===== src/rtl/bus_arbiter2.sv =====
// Two-master round-robin bus arbiter placed in front of the BUS master port.
// M0 (CPU side) and M1 (DMA side) share one port. The owner keeps the grant while it
// requests, but a hold counter forces a handover when the other master is starved.
module bus_arbiter2 #(
    parameter int unsigned MAX_HOLD = 8,
    parameter int unsigned AW       = 16,
    parameter int unsigned DW       = 64
) (
    input  logic          clk,
    input  logic          reset_n,
    input  logic          m0_req,
    input  logic          m0_wr,
    input  logic [AW-1:0] m0_addr,
    input  logic [DW-1:0] m0_dout,
    input  logic          m1_req,
    input  logic          m1_wr,
    input  logic [AW-1:0] m1_addr,
    input  logic [DW-1:0] m1_dout,
    input  logic [DW-1:0] bus_din,
    output logic          m0_grant,
    output logic          m1_grant,
    output logic          bus_req,
    output logic          bus_wr,
    output logic [AW-1:0] bus_addr,
    output logic [DW-1:0] bus_dout,
    output logic [DW-1:0] m_din
);

    // Counter only needs to reach MAX_HOLD-1; keep at least one bit when preemption is off.
    localparam int unsigned CW       = (MAX_HOLD > 1) ? $clog2(MAX_HOLD) : 1;
    localparam int unsigned HoldLast = (MAX_HOLD > 0) ? MAX_HOLD - 1 : 0;
    localparam logic [CW-1:0] HOLD_LAST = CW'(HoldLast);

    typedef enum logic [1:0] {
        StIdle,
        StGnt0,
        StGnt1
    } state_e;

    state_e        state_q, state_d;
    logic          last_owner_q, last_owner_d;  // 0 = M0, 1 = M1
    logic [CW-1:0] hold_cnt_q, hold_cnt_d;
    logic          other_req;
    logic          hold_expired;

    // Next-state, round-robin bookkeeping and starvation counter.
    always_comb begin
        state_d      = state_q;
        last_owner_d = last_owner_q;
        hold_cnt_d   = hold_cnt_q;
        other_req    = 1'b0;
        hold_expired = (MAX_HOLD != 0) && (hold_cnt_q == HOLD_LAST);

        unique case (state_q)
            StIdle: begin
                if (m0_req && m1_req) begin
                    state_d = last_owner_q ? StGnt0 : StGnt1;
                end else if (m0_req) begin
                    state_d = StGnt0;
                end else if (m1_req) begin
                    state_d = StGnt1;
                end
            end
            StGnt0: begin
                other_req = m1_req;
                if (!m0_req) begin
                    state_d = m1_req ? StGnt1 : StIdle;
                end else if (m1_req && hold_expired) begin
                    state_d = StGnt1;
                end
            end
            StGnt1: begin
                other_req = m0_req;
                if (!m1_req) begin
                    state_d = m0_req ? StGnt0 : StIdle;
                end else if (m0_req && hold_expired) begin
                    state_d = StGnt0;
                end
            end
            default: state_d = StIdle;
        endcase

        // Remember who just gave up the bus so the next tie goes the other way.
        if (state_q == StGnt0 && state_d != StGnt0) begin
            last_owner_d = 1'b0;
        end else if (state_q == StGnt1 && state_d != StGnt1) begin
            last_owner_d = 1'b1;
        end

        // Count only cycles where the other master is left waiting; saturate at the limit.
        if (state_d != state_q || !other_req) begin
            hold_cnt_d = '0;
        end else if (hold_cnt_q != HOLD_LAST) begin
            hold_cnt_d = hold_cnt_q + CW'(1);
        end
    end

    // Arbiter FSM with registered grants; reset drops grants immediately.
    always_ff @(posedge clk or negedge reset_n) begin
        if (!reset_n) begin
            state_q      <= StIdle;
            last_owner_q <= 1'b1;
            hold_cnt_q   <= '0;
            m0_grant     <= 1'b0;
            m1_grant     <= 1'b0;
        end else begin
            state_q      <= state_d;
            last_owner_q <= last_owner_d;
            hold_cnt_q   <= hold_cnt_d;
            m0_grant     <= (state_d == StGnt0);
            m1_grant     <= (state_d == StGnt1);
        end
    end

    // Route the owner's request fields to the BUS port; idle drives zeros.
    always_comb begin
        bus_req  = 1'b0;
        bus_wr   = 1'b0;
        bus_addr = '0;
        bus_dout = '0;
        unique case (state_q)
            StGnt0: begin
                bus_req  = m0_req;
                bus_wr   = m0_wr;
                bus_addr = m0_addr;
                bus_dout = m0_dout;
            end
            StGnt1: begin
                bus_req  = m1_req;
                bus_wr   = m1_wr;
                bus_addr = m1_addr;
                bus_dout = m1_dout;
            end
            default: ;
        endcase
    end

    // Read data goes to both masters; each one qualifies it with its own grant.
    assign m_din = bus_din;

endmodule


===== config.mk =====
export PLATFORM = sky130hd
export DESIGN_NAME = bus_arbiter2
export DESIGN_NICKNAME = d
export VERILOG_FILES = /design/src/rtl/bus_arbiter2.sv
export SDC_FILE = /design/constraint.sdc
export NUM_CORES = 1
export LEC_CHECK = 0
export ABC_CLOCK_PERIOD_IN_PS = 2000
export CORE_AREA = 3 3 148 150
export CTS_BUF_LIST = sky130_fd_sc_hd__clkbuf_8
export DETAILED_ROUTE_END_ITERATION = 10
export DIE_AREA = 0 0 151 153
export PLACE_DENSITY = 0.54
export SETUP_SLACK_MARGIN = 0.15
export SLEW_MARGIN = 30
export SYNTH_ARGS = -nofsm -noshare
export SYNTH_HDL_FRONTEND = slang
export SYNTH_SLANG_ARGS = --single-unit
export TNS_END_PERCENT = 100

===== constraint.sdc =====
create_clock -name clk -period 2 [get_ports clk]
set_input_delay 0.2 -clock clk [delete_from_list [all_inputs] [get_ports clk]]
set_output_delay 0.2 -clock clk [all_outputs]
set_load 0.05 [all_outputs]

==> out/qor.yml, run 1 <==
status:
  outcome: "finished, final reports clean"
global_route:
  grt_first_pass_wirelength_mm: 19.2
  grt_usage_pct: 10.7
  grt_max_degree: 39
  antenna_found_initial: 1
  grt_overflow: 0
  grt_pass1_vias: 3252
floorplan:
  die_width_um: 151
  die_y_um: 153
  die-area_mm2: 0.0231
  ioPinCount: 378
  row_count: 53
  initial_core_util_pct: 11.1
  core_area_mm2: 0.0208
critical_path:
  worstPathMaxFanout: 5
  worstSetupPathType: "reg2out"
  end_kind: "primary output"
  cp.required_ns: 1.80
  cp.arrival_ns: 1.71
  critPathLaunchType: "flop"
placed_design:
  place_hpwl_mm: 10.2
  port_buffers: 249
  routabilityCongestion: 0.731
clocking:
  clk_pin_slew_ns: 0.04
  ctsLongestPathBuffers: 2
  clock_sinks: 8
  clock_latency_ns: 0.23
  cts_tree: "done"
  h-tree-depth: 1
  cts_inserted_buffers: 3
  cts_root_buf: "clkbuf_8"
sta:
  finalSetupViolCount: 0
  fin_crit_sh_pct: 95.4
  final_hold_viol_count: 0
  drv_slew: 0
  fmax_mhz: 524
  fin_crit_ns: 1.91
  slew_headroom_pct: 65.6
  rsz0062_at_grt: "yes"
  finClkSkew_ns: 0.00279
  worst_pin_slew_ns: 0.514
  hold_slack_ns: 0.268
drt:
  dr.pass1.iters: 4
  dr_total_vias: 3234
  wl_per_cell_um: 19.1
  drtIter0Drc: 79
  drt-vias-per-instance: 4.06
  ant_nets: 0
  drc: 0
  wirelength_mm: 15.2
final_layout:
  drive_gt1_share_pct: 59.6
  final_cell_mix: "clkdlybuf4s50_1, buf_12, a22oi_2, nor2b_4, buf_4"
  n_fill_cell: 2091
  antennaDiodeCount: 0
  area_growth_pct: 216
  final_nets: 759
  fin_util_pct: 35.2
  final_common_cell: "clkdlybuf4s50_1"
synthesis:
  synth_top_area_cell: "a22oi_1"
  yosysTopAreaCellShare_pct: 26.6
  syn_area_mm2: 0.00232
  syn_avg_cell_area_um2: 7.25
  yosysWarnings: 0
  ys.flop_type: "dfrtp_1"
  synth_enable_flop_cells: 0
  ys_seq_area_share_pct: 8.69
  synth_seq_cells: 8
  async_flop_share_pct: 100
  syn-instance-count: 320
  synthTopCellsByArea: "a22oi_1, nor2b_1, buf_4, dfrtp_1, clkbuf_1"
  synth_nets: 556
  synth.distinct_cells: 33
power_and_ir_drop:
  powerDensity_mw_per_mm2: 1600
  leakagePower_nw: 2.62
  ir_drop_v: 0.000595
flow_run:
  maxCapViolations: 0
worst_hold_path:
  hold_class: "in2async"
==> per-layer routing <==
metal  part of all wire (%)  track usage [%]  vias to the layer above  wire length (µm)
li1                       -                -                     1487                 -
met1                     33             10.0                     1517              5010
met2                     54             21.2                      204              8160
met3                     12             4.74                       24              1760
met4                    1.9             1.86                        2               295
met5                  0.046                0                        -                 7
==> kinds of logic (layout without fill, tap and decap cells) <==
family                   Yosys count  in the layout  synth area share [%]
buffers and inverters             99            301                  26.7
AO/OA/AOI/OAI                     97             97                  32.2
XOR/XNOR                           1              1                 0.378
flip-flops                         8              8                  8.69
adder cells (fa/ha/maj)            6              6                  3.24
multiplexers                       2              2                 0.863
AND/OR/NAND/NOR                  107            107                  28.0
==> metrics by stage <==
step	worst slack, ns	setup TNS (ns)	power, W	cells	area, µm²
3_3_place_gp	-0.00897	-0.00897	0.00961	762	6180
3_5_place_dp	-0.0393	-0.0861	0.00964	762	6180
2_1_floorplan	0.0163	0	0.00613	320	2940
5_1_grt	0.0220	0	0.0122	797	7330
4_1_cts	0.0681	0	0.0111	782	6970
6_report	0.0927	0	0.0117	797	7330
==> synthesized netlist by cell type, types with 2 or more instances <==
cell type and number:
a21oi_1 3, a22oi_1 82, and2_1 2, buf_1 3, buf_2 2, buf_4 65
clkbuf_1 25, dfrtp_1 7, ha_1 6, inv_1 4, mux2i_1 2, nand2_1 9
nand3_1 2, nor2_1 4, nor2b_1 82, nor4_1 3, o211ai_1 2, o21ai_1 2
==> worst max-delay path, stage by stage (launching register included) <==
cell and delay, ns:
dfrtp_1 0.40, buf_6 0.14, ha_4 0.20, buf_8 0.16, clkbuf_16 0.16, a22oi_2 0.21, nor2b_4 0.07, buf_12 0.15
==> worst paths after layout <==
check	end	depth (start not counted)	startpoint	slack, ns
worst max-delay path	bus_dout[45]	7	state_q[0]	0.09
worst min register to register	hold_cnt_q[0]	2	hold_cnt_q[0]	0.62
max in group asynchronous	last_owner_q	1	reset_n	1.41
worst min-delay path	hold_cnt_q[0]	1	reset_n	0.27
min in group clk	m_din[19]	0	bus_din[19]	0.40
worst max register to register	last_owner_q	8	state_q[0]	0.12
==> final cells by class <==
cell class,count,area [µm²],share of cell area [%]
Multi-Input combinational cell,213,2610,35.5
Inverter,4,15.0,0.205
Tap cell,275,344,4.69
Sequential cell,8,201,2.75
Timing Repair Buffer,293,4120,56.2
Clock inverter,1,3.75,0.0512
Clock buffer,3,41.3,0.563
==> power by group <==
part	switching, W	internal (W)	total, W	leakage (nW)
sequential	0.0000345	0.000218	0.000253	0.104
combinational	0.00534	0.00592	0.0113	2.49
clock	0.0000609	0.000133	0.000194	0.0269
==> flip-flops by register name, summed over array words and instances (netlist names) <==
| name | cells |
|---|---|
| hold_cnt_q | 3 |
| last_owner_q | 1 |
| state_q | 2 |
| m1_grant | 1 |
| m0_grant | 1 |
==> repair_timing <==
action	4_1_cts	5_1_grt
buffers inserted	10	4
endpoints found under the setup margin	86	87
hold buffers	0	0
pin swaps	10	21
cloned	6	11
resized for setup	100	15
endpoints found under the hold margin	0	0
(Power assumes the default switching activity.)
==> inputs of run 2 (changes only) <==
ABC_CLOCK_PERIOD_IN_PS = not set   (was 2000)
HOLD_SLACK_MARGIN = 0.03   (was not set)
==> results of run 2 <==
Same layout as run 1: the final DEF is identical, and so are final timing and power.
==> inputs of run 3 (changes only) <==
SLEW_MARGIN = 15   (was 30)
==> results of run 3 <==
Same layout as run 1: the final DEF is identical, and so are final timing and power.
